`config.mk`:
```
export PLATFORM = sky130hd
export DESIGN_NAME = pe_result_drain
export DESIGN_NICKNAME = d
export VERILOG_FILES = /design/src/rtl/pe_result_drain.sv
export SDC_FILE = /design/constraint.sdc
export NUM_CORES = 1
export LEC_CHECK = 0
export ABC_AREA = 1
export ABC_CLOCK_PERIOD_IN_PS = 3100
export CAP_MARGIN = 10
export CELL_PAD_IN_SITES_DETAIL_PLACEMENT = 0
export CELL_PAD_IN_SITES_GLOBAL_PLACEMENT = 2
export CORE_MARGIN = 3
export CORE_UTILIZATION = 29
export DETAILED_ROUTE_END_ITERATION = 12
export PLACE_DENSITY_LB_ADDON = 0.05
export SYNTH_ARGS = -nofsm -noshare
export SYNTH_HDL_FRONTEND = slang
export SYNTH_SLANG_ARGS = --single-unit
export TNS_END_PERCENT = 50
```
`constraint.sdc`:
```
create_clock -name i_clock -period 3.1 [get_ports i_clock]
set_clock_uncertainty 0.1 [all_clocks]
set_input_delay 0.775 -clock i_clock [delete_from_list [all_inputs] [get_ports i_clock]]
set_output_delay 0.775 -clock i_clock [all_outputs]
set_load 0.01 [all_outputs]
```
`src/rtl/pe_result_drain.sv`:
```
// pe_result_drain: captures a vector of N wide PE results into a shadow
// register and streams them out one element per handshake, requantized
// to BW bits with round-half-up and saturation.
module pe_result_drain #(
    parameter int BW    = 8,
    parameter int N     = 4,
    parameter int SHIFT = 4
) (
    input  logic                  i_clock,
    input  logic                  i_reset,
    input  logic                  i_capture,
    input  logic [N*2*BW-1:0]     i_results,
    output logic                  o_busy,
    output logic                  o_out_valid,
    input  logic                  i_out_ready,
    output logic [BW-1:0]         o_out_data,
    output logic [$clog2(N)-1:0]  o_out_index,
    output logic                  o_out_last,
    output logic                  o_dropped,
    output logic [7:0]            o_sat_count
);

    localparam int DW = 2 * BW;
    localparam int IW = $clog2(N);
    localparam logic [IW-1:0] LAST_IDX = IW'(N - 1);
    // Half of one output LSB, or zero when there is no shift at all.
    localparam logic [DW:0] ROUND = ((DW + 1)'(1) << SHIFT) >> 1;

    typedef enum logic {
        IDLE  = 1'b0,
        DRAIN = 1'b1
    } state_t;

    state_t              state_q, state_d;
    logic [IW-1:0]       idx_q, idx_d;
    logic [N*DW-1:0]     shadow_q, shadow_d;
    logic                dropped_q, dropped_d;
    logic [7:0]          satCnt_q, satCnt_d;

    logic [DW-1:0]       elemSel;
    logic [DW:0]         rounded;
    logic [DW:0]         shifted;
    logic                isSat;
    logic [BW-1:0]       quantData;
    logic                busy;
    logic                isLast;
    logic                handshake;

    // Pick the shadow element addressed by the current index.
    always_comb begin
        elemSel = '0;
        for (int k = 0; k < N; k++) begin
            if (idx_q == IW'(k)) begin
                elemSel = shadow_q[k*DW +: DW];
            end
        end
    end

    // Requantize: round, shift, then clip anything that does not fit in BW bits.
    always_comb begin
        rounded   = {1'b0, elemSel} + ROUND;
        shifted   = rounded >> SHIFT;
        isSat     = |shifted[DW:BW];
        quantData = isSat ? {BW{1'b1}} : shifted[BW-1:0];
    end

    assign busy      = (state_q == DRAIN);
    assign isLast    = busy && (idx_q == LAST_IDX);
    assign handshake = busy && i_out_ready;

    // Next-state logic for the drain FSM, index, shadow and status flags.
    always_comb begin
        state_d   = state_q;
        idx_d     = idx_q;
        shadow_d  = shadow_q;
        dropped_d = dropped_q;
        satCnt_d  = satCnt_q;

        if (handshake && isSat && (satCnt_q != 8'hFF)) begin
            satCnt_d = satCnt_q + 8'd1;
        end

        case (state_q)
            IDLE: begin
                if (i_capture) begin
                    shadow_d = i_results;
                    idx_d    = '0;
                    state_d  = DRAIN;
                end
            end
            DRAIN: begin
                if (handshake && isLast) begin
                    idx_d = '0;
                    if (i_capture) begin
                        shadow_d = i_results;
                        state_d  = DRAIN;
                    end else begin
                        state_d  = IDLE;
                    end
                end else begin
                    if (handshake) begin
                        idx_d = idx_q + IW'(1);
                    end
                    if (i_capture) begin
                        dropped_d = 1'b1;
                    end
                end
            end
            default: begin
                state_d = IDLE;
                idx_d   = '0;
            end
        endcase
    end

    // State registers; reset clears everything without waiting for a clock.
    always_ff @(posedge i_clock or posedge i_reset) begin
        if (i_reset) begin
            state_q   <= IDLE;
            idx_q     <= '0;
            shadow_q  <= '0;
            dropped_q <= 1'b0;
            satCnt_q  <= 8'd0;
        end else begin
            state_q   <= state_d;
            idx_q     <= idx_d;
            shadow_q  <= shadow_d;
            dropped_q <= dropped_d;
            satCnt_q  <= satCnt_d;
        end
    end

    assign o_busy      = busy;
    assign o_out_valid = busy;
    assign o_out_data  = busy ? quantData : '0;
    assign o_out_index = idx_q;
    assign o_out_last  = isLast;
    assign o_dropped   = dropped_q;
    assign o_sat_count = satCnt_q;

endmodule

```
**Word-level counts from Yosys, hierarchy flattened**

Index checks and enable logic that the tools add are counted.

- Register bits after elaboration: 76
- Latch bits: 0
- Bits in writable memories: 0
- ROM bits: 0
- Input bits: 68
- Output and inout bits: 22
- Logic and storage cells: 42
- Memories: 0

- $add $sub $neg: 3
- Multipliers: 0
- Divide/modulo/power cells: 0
- $lt $le $gt $ge: 0
- Equal/unequal tests: 7
- Shifts and indexed selects: 0
- Muxes and demuxes: 16
- Bitwise logic cells: 2
- Reductions and logical operators: 9

Operators with widths:

| cell | number |
|---|---|
| 2-to-1 mux 64 bit | 2 |
| one-hot mux 64 bit (2 select lines) | 1 |
| 2-to-1 mux 16 bit | 4 |
| adder 16 x 4 -> 17 bit, second input constant | 1 |
| 2-to-1 mux 8 bit | 2 |
| adder 8 x 1 -> 8 bit, second input constant | 1 |
| inequality test 8 bit, second input constant | 1 |
| 2-to-1 mux 2 bit | 3 |
| logical AND 1 bit | 5 |
| OR reduction 5 bit | 1 |
| == test 2 bit, second input constant | 2 |
| one-hot mux 2 bit (2 select lines) | 1 |
| inequality test 3 x 1 -> 1 bit, second input constant | 1 |
| AND reduction 3 bit | 1 |
| adder 2 x 1 -> 2 bit, second input constant | 1 |
| == test 2 x 1 -> 1 bit, second input constant | 1 |
| logical NOT 2 bit | 1 |
| 2-to-1 mux 1 bit | 2 |
| inequality test 2 x 1 -> 1 bit, second input constant | 1 |
| inequality test 2 bit, second input constant | 1 |
| inverter 1 bit | 2 |
| one-hot mux 1 bit (2 select lines) | 1 |
| AND reduction 2 bit | 1 |

**Logic depth before layout (Yosys ltp)**

Gate-level depths: netlist of run 1.

- Word-level depth: 9
- Gate-level depth with buffers: 19
- Depth with buffers taken out: 18

**Worst setup path before layout of run 1**

OpenSTA, ideal clock, no wires.

- Path kind: reg2out
- Start point: register idx_q[0], in the netlist o_out_index[0]
- End point: output port o_out_data[4]
- Data arrival time: 2242 ps
- Data required time: 2225 ps
- Setup slack: -17 ps
- Cell stages (with the launch flop): 20
- Buffers on the path: 3
- Path through: dfrtp_1 inv_1 ha_1 buf_6 inv_8 buf_12 nand3_2 nand2_1 nand2_2 inv_2 ha_1 nand3_2 nor2_2 nand2_2 nand2_1 nand2_2 nand3_4 buf_8 nor2_2 nor2_1

- Cells in the longest elaborated chain, start to end: 9
- Elaborated cells on any way between the ends: 12
- Classes of those cells: add/sub (1); eq/ne (3); mux (6); reduce/logical (2)

RTL lines:

| what | RTL line | source |
|---|---|---|
| start: declaration | 35 | `logic [IW-1:0] idx_q, idx_d;` |
| start signal: assignment | 126 | `idx_q <= idx_d;` |
| logical NOT 2 bit | 53 | `if (idx_q == IW'(k)) begin` |
| 2-to-1 mux 16 bit (3 in series) | 53 |  |
| 2-to-1 mux 16 bit (*) | 53 |  |
| adder 16 x 4 -> 17 bit (*) | 61 | `rounded = {1'b0, elemSel} + ROUND;` |
| OR reduction 5 bit | 63 | `isSat = \|shifted[DW:BW];` |
| 2-to-1 mux 8 bit (*) | 64 | `quantData = isSat ? {BW{1'b1}} : shifted[BW-1:0];` |
| 2-to-1 mux 8 bit (*) | 135 | `assign o_out_data = busy ? quantData : '0;` |
| end: declaration | 16 | `output logic [BW-1:0] o_out_data,` |

Every way passes the cells marked *; elsewhere a longest branch is shown, timed or not.

**Worst setup path in the final report of run 1**

- Start point: register idx_q[1], in the netlist o_out_index[1]
- End point: output port o_out_data[1]

The elaborated chain is that of the path after synthesis.

==> flow_metrics.tcl, run 1 <==
set metrics [dict create \
    grt_pass1_wl_um 14400 \
    cts_sinks 64 \
    vias_per_cell 4.47 \
    final.fill_count 1152 \
    fmax_mhz 302 \
    syn_nets 439 \
    cts_root_buf "clkbuf_16" \
    arrival_ps 2430 \
    synth_area_leaders "dfrtp_1 (46%), mux2_2 (14%), nand2_1 (7.7%)" \
    slew_viol_final 0 \
    startpoint_type "register" \
    critPathTopFamily "simple AND/OR/NAND/NOR gates" \
    crit_type "register to output pin" \
    die_h_um 115 \
    yosysMostFrequentCell "nand2_1" \
    numCtsBuffers 9 \
    drc_errors 0 \
    cp_data_required_time_ps 2220 \
    path_cells "inv_4 -> ha_4 -> inv_4 -> buf_6 -> nand2_1 -> nand3_2 -> nand2_4 -> nand2_4 -> nor2_2 -> nand3_2 -> nor2_4 -> nand2_4 -> nand3_4 -> a21oi_2 -> nor2_1 -> buf_2" \
    relSlewSlack_pct 60.8 \
    status "complete, but fails checks" \
    sequentialPowerShare_pct 25.2 \
    grt_max_degree 61 \
    netlist_area_um2 3460 \
    syn_avg_cell_area_um2 9.48 \
    yosys.area.top_type "dfrtp_1" \
    start_util_pct 29.9 \
    crit_buf_inv 4 \
    drive_gt1_share_pct 39.4 \
    finalCritPeriodShare_pct 107 \
    crit_fanout 8 \
    finalSetupTns_ps -1440 \
    dp_hpwl_um 6470 \
    clk_latency_ps 330 \
    diodes 0 \
    synth.distinct_cells 35 \
    drtIter0Drc 122 \
    finalCriticalPeriod_ps 3310 \
    path_common_cell "nand2_4" \
    yosysTopAreaCellShare_pct 46.3 \
    clkTransAtPathRegs_ps 60 \
    synth_seq_area_share_pct 46.3 \
    rows 39 \
    routabilityCongestion 0.719 \
    hold_class "register to register" \
    ys_seq_elements 64 \
    wire_per_inst_um 14.0 \
    gr-total-overflow 0 \
    track_usage_pct 14.0 \
    synth-edff-count 0 \
    worst_slew_pin_slew_ps 587 \
    firstDrtPassIters 4 \
    grt_pass1_vias 2881 \
    clk_path_buf_depth 2 \
    die_x_um 115 \
    ant_nets 0 \
    die_area_um2 13300 \
    ir_drop_uv 378 \
    finalHoldViolCount 0 \
    core_um2 11600 \
    hold_slack_ps 373 \
    areaGrowthSynthToFinish_pct 51.6 \
    synth_cells 365 \
    netSwitchingPower_uw 2240 \
    rsz0062_at_grt "true" \
    p_leak_uw 0.00237 \
    nNetsFinal 562 \
    critical_path.max_stage_delay_ps 450 \
    fin_ws_ps -207 \
    crit_slowest_cell "dfrtp_2" \
    synth_async_sr_flop_share_pct 100 \
    setup_viol 8 \
    power.internal_uw 3540 \
    netlist_top_cells_count "nand2_1 (71), dfrtp_1 (64), nor2_1 (45), mux2_2 (44), inv_1 (24)" \
    cts_hold_buf 0 \
    grt_antenna_before_repair 0 \
    cp-end-kind "output pin" \
    routed_wl_um 8890 \
    cap_violations 0 \
    violations "setup timing" \
    total_power_uw 5780 \
    ys_warn_count 0 \
    num_vias 2844 \
    ios 90 \
    pwr-share-comb_pct 56.8 \
    yosys_most_used_dff "dfrtp_1" \
    port_buffers 77 \
    sw_frac_of_total_pct 38.8 \
    p_per_area_nw_per_um2 1100 \
    cts_tree "built" \
    htreeDepth 3 \
    p_clk_share_pct 18.0 \
]
==> state kept, by name, summed over array words and instances (netlist names) <==
name and flops:
o_sat_count 8, o_busy 1, o_out_index 2, shadow_q 52, o_dropped 1
==> power by group through the flow <==
stage / clock network [uW] / logic, uW / registers (uW)
4_1_cts: 1070 / 3150 / 1450
5_1_grt: 1110 / 3640 / 1510
6_report: 1040 / 3290 / 1460
3_3_place_gp: 0 / 2790 / 1440
2_1_floorplan: 0 / 1760 / 1400
3_5_place_dp: 0 / 2820 / 1440
==> kinds of logic after synthesis <==
family | Yosys count | synth area share [%]
adder cells (fa/ha/maj) | 6 | 2.17
multiplexers | 44 | 14.3
XOR/XNOR | 10 | 2.53
AO/OA/AOI/OAI | 29 | 4.63
AND/OR/NAND/NOR | 168 | 22.7
buffers and inverters | 44 | 7.37
flip-flops | 64 | 46.3
==> metrics by stage <==
stage / util [%] / worst slack (ps) / cell area, um^2 / std cells
after floorplan: - / -16.7 / 3460 / 365
after CTS: 44.4 / -292 / 5130 / 636
final: 45.4 / -207 / 5250 / 636
after detailed placement: 39.6 / -502 / 4580 / 606
after global placement: 39.6 / -452 / 4580 / 606
after global routing: 45.4 / -392 / 5250 / 636
==> cells in the final DEF, fill, tap and decap left out, drive strengths merged, types with 7 or more instances in the layout <==
cell / Yosys / layout
nand2: 80 / 80
inv: 28 / 28
nand3: 25 / 26
clkdlybuf4s50: 0 / 69
nand4: 8 / 8
a21oi: 20 / 20
clkbuf: 1 / 11
nor2: 52 / 52
buf: 14 / 57
mux2: 44 / 44
dfrtp: 64 / 64
xor2: 7 / 7
==> worst reg2reg max path: cells and delay by family (launching register included) <==
| family | cells | cell delay [ps] |
|---|---|---|
| simple gates | 12 | 1200 |
| fa+ha+maj | 1 | 170 |
| flops | 1 | 450 |
| buf+inv | 6 | 650 |
==> path summary, 6_finish.rpt <==
path                                 from             end  slack [ps]  cells after the start
max in group asynchronous         i_reset     shadow_q[3]        1520                      3
setup reg to reg           o_out_index[1]  o_sat_count[2]         420                     19
setup / recovery           o_out_index[1]   o_out_data[1]        -210                     16
hold / removal                  o_dropped       o_dropped         370                      1
min in group asynchronous         i_reset    shadow_q[54]         740                      2
hold reg to reg                 o_dropped       o_dropped         370                      1
==> layer usage <==
layer	routed length [um]	global-route usage, %
met2	4260	22.6
met1	4130	18.6
met4	87	4.69
met3	406	3.26
met5	0	0
==> cell type report <==
| cell class | count | area (um^2) | share of cell area [%] |
|---|---|---|---|
| inverters | 29 | 124 | 2.36 |
| well taps | 143 | 179 | 3.41 |
| multi-input cells | 258 | 1870 | 35.7 |
| flip-flops and latches | 64 | 1600 | 30.6 |
| clock inverters | 5 | 55.1 | 1.05 |
| clock buffers | 11 | 253 | 4.82 |
| repair buffers | 126 | 1160 | 22.1 |
==> what timing repair did <==
action                     in CTS  in global routing
gates resized for setup        74                 28
setup endpoints to repair       8                  8
pin swaps                      21                 27
gates cloned                    1                  0
setup buffers                  13                  1
No activity file was read; power rests on OpenSTA's default activity.
==> inputs of run 2 (changes only) <==
==> constraint.sdc (replaced) <==
create_clock -name i_clock -period 3.1 [get_ports i_clock]
set_clock_uncertainty 0.1 [all_clocks]
set_input_delay 0.62 -clock i_clock [delete_from_list [all_inputs] [get_ports i_clock]]
set_output_delay 0.62 -clock i_clock [all_outputs]
set_load 0.01 [all_outputs]
==> run 2 against run 1 <==
The run still ends with setup timing left. Critical path depth is 2 higher. Clock power is 8% lower. Global-route usage is 0.49 points higher. Critical endpoint is now o_out_data[3]. Largest power group unchanged.
==> flow_metrics.tcl, run 2 (synthesis results as in run 1) <==
set metrics [dict create \
    status "complete, but fails checks" \
    violations "setup timing" \
    setup_viol 7 \
    cts_sinks 64 \
    grt_pass1_vias 2949 \
    cts_root_buf "clkbuf_16" \
    cp_data_required_time_ps 2380 \
    clk_latency_ps 330 \
    gr-total-overflow 0 \
    slew_viol_final 0 \
    hold_class "register to register" \
    port_buffers 77 \
    start_util_pct 29.9 \
    cts_tree "built" \
    ios 90 \
    cts_hold_buf 0 \
    crit_fanout 5 \
    die_x_um 115 \
    cp-end-kind "output pin" \
    total_power_uw 6010 \
    ant_nets 0 \
    cap_violations 0 \
    diodes 0 \
    reg2reg_to "o_sat_count[5]" \
    instances_no_fill 642 \
    htreeDepth 3 \
    worst_slew_pin_slew_ps 550 \
    regMostFlops "shadow_q" \
    r2r_start "o_out_index[1]" \
    final.fill_count 1155 \
    areaGrowthSynthToFinish_pct 55.4 \
    die_h_um 115 \
    die_area_um2 13300 \
    r2r_cells 18 \
    drtIter0Drc 112 \
    crit_type "register to output pin" \
    num_vias 2863 \
    final_common_cell "clkdlybuf4s50_1" \
    hold_start "o_dropped" \
    most-common-layout-cells "clkdlybuf4s50_1 (69), dfrtp_1 (63), nand2_1 (50)" \
    numCtsBuffers 9 \
    rows 39 \
    multi_input_area_um2 1980 \
    fin_ws_ps -46.8 \
    drive_gt1_share_pct 43.3 \
    routed_wl_um 9070 \
    relSlewSlack_pct 63.3 \
    core_um2 11600 \
    largest_reg_flops 52 \
    finalCriticalPeriod_ps 3150 \
    holdPathEnd "o_dropped" \
    drc_errors 0 \
    fmax_mhz 318 \
    routabilityCongestion 0.731 \
    clkTransAtPathRegs_ps 60 \
    track_usage_pct 14.5 \
    final_util_pct 46.5 \
    ir_drop_uv 410 \
    hold_slack_ps 377 \
    clk_path_buf_depth 2 \
    grt_max_degree 61 \
    p_per_area_nw_per_um2 1120 \
    finalHoldViolCount 0 \
    startpoint_type "register" \
    place_inst 607 \
    arrival_ps 2430 \
    nNetsFinal 568 \
    dp_hpwl_um 6540 \
    min_path_cells 1 \
    rsz0062_at_grt "true" \
    p_leak_uw 0.00239 \
    firstDrtPassIters 4 \
    startpoint "o_out_index[1]" \
    finalCritPeriodShare_pct 102 \
    r2r_slack_ps 490 \
    grt_antenna_before_repair 0 \
    regArea_um2 1600 \
    grt_pass1_wl_um 14900 \
    wire_per_inst_um 14.1 \
    vias_per_cell 4.46 \
]
run 2: cell types whose count changed in the layout (fill, tap and decap cells not counted), sizes merged:
cell	previous run	this run
buf	57	63
clkinv	3	4
bufinv	1	0
clkbuf	11	10
clkinvlp	2	3
run 2: worst max-delay path by stage:
stage	to	slack [ps]
3_5_place_dp	o_out_data[1]	-300
2_1_floorplan	o_out_data[4]	140
6_report	o_out_data[3]	-50
3_3_place_gp	o_out_data[1]	-290
5_1_grt	o_out_data[5]	-240
4_1_cts	o_out_data[2]	-130
run 2: final cells by class:
| class | count | area share (%) |
|---|---|---|
| multi-input combinational | 258 | 36.9 |
| sequential | 64 | 29.8 |
| clock buffer | 10 | 4.44 |
| timing repair buffer | 132 | 22.4 |
| tap | 143 | 3.33 |
| clock inverter | 6 | 0.838 |
| inverter | 29 | 2.30 |
run 2: report_power, final:
group	switching, uW	total, uW	leakage (uW)	internal (uW)
Combinational	1800	3600	0.00150	1810
Sequential	234	1450	0.000762	1220
Clock	389	952	0.000131	563
Total	2420	6010	0.00239	3590
run 2: repair_timing:
item | in CTS | in global routing
endpoints found under the setup margin | 8 | 8
cloned | 1 | 0
resized for setup | 81 | 51
pin swaps | 22 | 34
setup buffers | 10 | 9
run 2: stage by stage:
stage | setup TNS [ps] | area [um^2] | worst slack [ps]
after floorplan | 0 | 3460 | 138
after global placement | -2220 | 4580 | -288
after detailed placement | -2260 | 4580 | -299
after CTS | -743 | 5120 | -126
after global routing | -1650 | 5380 | -236
final | -152 | 5380 | -46.8
run 2: worst max-delay path, cell delays in order (launching register included):
cell and delay (ps):
dfrtp_2 450, inv_4 100, ha_4 180, inv_6 50
nand2_2 60, nand3_2 60, nand2_2 70, nand2_2 70
inv_2 70, ha_4 140, nand3_4 70, nor2_4 120
inv_2 60, buf_4 120, buf_4 110, nand2_1 60
a21oi_2 50, nor2_1 100, buf_2 140
run 2: layer usage:
layer / share of wire, % / GRT usage (%) / up-vias
li1: - / - / 1452
met3: 3.7 / 3.32 / 11
met5: 0 / 0 / -
met1: 46 / 19.1 / 1351
met4: 1.7 / 4.54 / 0
met2: 49 / 23.7 / 49
==> patch 1 (settings of run 1) <==
Change the parameter `BW` from 8 to 9.
--- a/src/rtl/pe_result_drain.sv
+++ b/src/rtl/pe_result_drain.sv
@@ -4,3 +4,3 @@
 module pe_result_drain #(
-    parameter int BW    = 8,
+    parameter int BW    = 9,
     parameter int N     = 4,
Ports: changed (resized i_results and o_out_data); port bits go from 90 to 99. The function was not compared with the original's and may differ.
==> patch 1 against run 1 <==
- the flow still finishes with violations (setup timing)
- utilization down 0.93 points
- cell area up 7.8%
- wire length up 17%
- register-to-register slack worse by 0.11 ns
- area after synthesis up 10%
- setup slack worse by 0.21 ns
- sequential cell count up 8
- total power up 4.6%
- critical path type unchanged
==> patch 1: results <==
[status]
status = "finished, violations left"
violations = "setup timing"

[sta]
tns_ns = -3.45
holdWs_ns = 0.377
setup_ws_ns = -0.417
worstMarginPinSlew_ns = 0.599
finalSetupViolCount = 9

[synthesis]
ys.warnings.count = 0
yosys-top-cells-count = "nand2_1 (81), dfrtp_1 (72), mux2_2 (47), inv_1 (38), nor2_1 (38)"
async_flop_share_pct = 100
synth.net_count = 495
yosysSeqAreaShare_pct = 47.3
ys_types = 36
synth-compound-area-share_pct = 9.68
muxShareOfSynthArea_pct = 13.9
synth_fa_ha_area_share_pct = 1.97
synth_ff_type = "dfrtp_1"
synth_xor_area_share_pct = 2.53
yosys-top-cells-area = "dfrtp_1 (47%), mux2_2 (14%), nand2_1 (8.0%)"

[global_route]
use_met2_pct = 23.9
met1_usage_pct = 19.1
grt_pass1_vias = 3286
grt.met3_usage_pct = 5.61
grt_pass1_wl_um = 16600
grt_usage_pct = 14.9

[detailed_routing]
wl_per_cell_um = 14.4
first_pass_iters = 4
viasPerCell = 4.41
drtIter0Drc = 133

[critical_path]
setup.worst_path.start = "o_out_index[0]"
rrSetupSlack_ns = 0.31
critPathCapture = "o_out_data[7]"
cp-start-kind = "register"
reg2reg_depth = 21
crit_fanout = 5

[cts]
cts_buffer_depth = 2
numCtsBuffers = 9
ctsHoldBuffers = 0
cts.clk_slew.worst_paths_ns = 0.05
cts-root-buf = "clkbuf_16"

[place]
gp_congestion = 0.754
dpl.hpwl_um = 7690
io_buffers = 86
dp_worst_setup_slack_ns = -0.564

[hold_path]
hold_path.startpoint = "o_dropped"
hp-class = "reg -> reg"
worstHoldPathCells = 1
hold_path_end = "o_dropped"

[cells_and_area]
drive_gt1_share_pct = 33.2
largest_reg_flops = 60
fillers = 1324
fin_nets = 631

[flow_run]
cap_violations = 0

[pwr]
comb_power_share_pct = 57.4
power_density_nw_per_um2 = 1070
sw_frac_of_total_pct = 39.2
pg_seq_w = 0.00164
ir_drop_uv = 380
leakagePower_nw = 2.60
[patch 1: worst max-delay path, cell delays in order (launching register included)]
cell and delay, ns:
dfrtp_2 0.42, inv_2 0.06, buf_6 0.12, ha_4 0.17, inv_4 0.07, buf_4 0.10, nor2_1 0.03, nor2_1 0.08
nand2_1 0.07, nand2_2 0.09, ha_4 0.15, nand3_4 0.06, nor2_4 0.14, nand3_4 0.11, buf_6 0.13, nor2_4 0.07
xor2_1 0.19, o21ai_2 0.06, inv_1 0.07, buf_2 0.12
[patch 1: logic make-up after synthesis]
kind of cell / after synthesis
AND/OR/NAND/NOR: 150
flip-flops: 72
AO/OA/AOI/OAI: 65
buffers and inverters: 62
multiplexers: 47
XOR/XNOR: 11
adder cells (fa/ha/maj): 6
[patch 1: metrics by stage]
| stage | cells | area [um^2] |
|---|---|---|
| 6_report | 723 | 5650 |
| 5_1_grt | 723 | 5650 |
| 4_1_cts | 720 | 5560 |
| 3_5_place_dp | 697 | 5160 |
| 3_3_place_gp | 697 | 5160 |
| 2_1_floorplan | 413 | 3850 |
[patch 1: what timing repair did]
action,in CTS,in global routing
resized for setup,69,19
setup endpoints to repair,9,9
setup buffers,9,3
pin swaps,21,14
gates cloned,1,0
[patch 1: final cells by class]
class | instances | area (um^2) | share of cell area, %
clock buffer | 12 | 256 | 4.54
clock inverter | 1 | 5.00 | 0.0886
multi-input combinational | 280 | 1910 | 33.9
timing repair buffer | 143 | 1290 | 22.8
sequential | 72 | 1800 | 31.9
tap | 172 | 215 | 3.81
inverter | 43 | 170 | 3.01
[patch 1: per-layer routing]
| metal | part of all wire [%] | vias to the layer above |
|---|---|---|
| met4 | 0.79 | 0 |
| li1 | - | 1630 |
| met2 | 47 | 61 |
| met1 | 46 | 1490 |
| met3 | 5.8 | 8 |
| met5 | 0 | - |
==> patch 2 (settings of run 1) <==
Without the edit above. Make the reset (`i_reset`) synchronous in one clocked block.
--- a/src/rtl/pe_result_drain.sv
+++ b/src/rtl/pe_result_drain.sv
@@ -116,3 +116,3 @@
     // State registers; reset clears everything without waiting for a clock.
-    always_ff @(posedge i_clock or posedge i_reset) begin
+    always_ff @(posedge i_clock) begin
         if (i_reset) begin
Check against the original RTL: differs if i_reset is asserted again (counterexample within 4 cycles, from zero or initial values and one cycle with i_reset high); with i_reset held inactive, the same outputs for 10 cycles.
==> patch 2 against run 1 <==
- the run still ends with setup timing left
- setup slack better by 0.015 ns
- fmax up 0.44%
- cell area fell by 5.4%
- area after synthesis decreased by 4.7%
- wire length grew 12%
- synthesized cell count is 33% higher
- final cell count rose by 15%
- global-route usage up 1.6 points
- sequential cell count did not move
Power is not compared: it rests on default switching activity, and its combinational part moved more than twofold at a synthesized area within 25%.
==> patch 2: results <==
[status]
status = "finished, violations left"
violations = "setup timing"

[detailed_routing]
drtIter0Drc = 189
wl_met1_um = 5160
wl_um = 9960
met2WireLength_um = 4190
viasPerCell = 4.51
route.met3.wl_um = 441

[cells_and_area]
final-nonclk-buf-share_pct = 22.2
seq_area_um2 = 1290
fin_nets = 661
fillers = 1137
nNonClkBuffers = 117
fin_util_pct = 45.2

[global_route]
use_met2_pct = 23.1
grt_pass1_wl_um = 16000
grt_pass1_vias = 3230

[synthesis]
yosys-top-cells-count = "nor2_1 (124), dfxtp_1 (64), nand2_1 (64), o21ai_0 (55), inv_1 (40)"
async_flop_share_pct = 0
ys_types = 34
synth_top_area_share_pct = 38.8
yosysSeqAreaShare_pct = 38.8
yosys-top-cells-area = "dfxtp_1 (39%), nor2_1 (14%), o21ai_0 (8.3%)"
synth.net_count = 558
synth.avg_cell_area_um2 = 6.82

[place]
dpl.hpwl_um = 7050
dp_cells = 705

[critical_path]
cp_slowest_cell = "dfxtp_4"
crit_fanout = 5

[sta]
finalSetupViolCount = 8
setup_ws_ns = -0.192
maxSlewHeadroom_pct = 64.3
-- patch 2: timing repair --
item,CTS,global route
pin swaps,20,23
setup buffers,9,1
cloned,1,0
resized for setup,68,33
setup endpoints to repair,8,8
-- patch 2: final timing paths --
kind         cells past startpoint        endpoint  slack (ns)      startpoint
max                             15   o_out_data[0]       -0.19  o_out_index[1]
min                              2    shadow_q[21]        0.36    shadow_q[21]
max reg2reg                     19  o_sat_count[0]        0.35  o_out_index[1]
min reg2reg                      2    shadow_q[21]        0.36    shadow_q[21]
-- patch 2: tightest hold or removal path, delay by kind of cell (launching register included) --
family | cells | cell delay [ns]
AOI/OAI and AO/OA | 1 | 0.06
DFF | 1 | 0.29
buffers and inverters | 1 | 0.06
-- patch 2: logic make-up after synthesis --
family / count (synthesis) / share of synthesized area (%)
xor+xnor: 7 / 1.86
simple gates: 235 / 30.7
compound gates: 97 / 16.7
buf+inv: 75 / 9.63
flops: 64 / 38.8
fa+ha+maj: 6 / 2.28
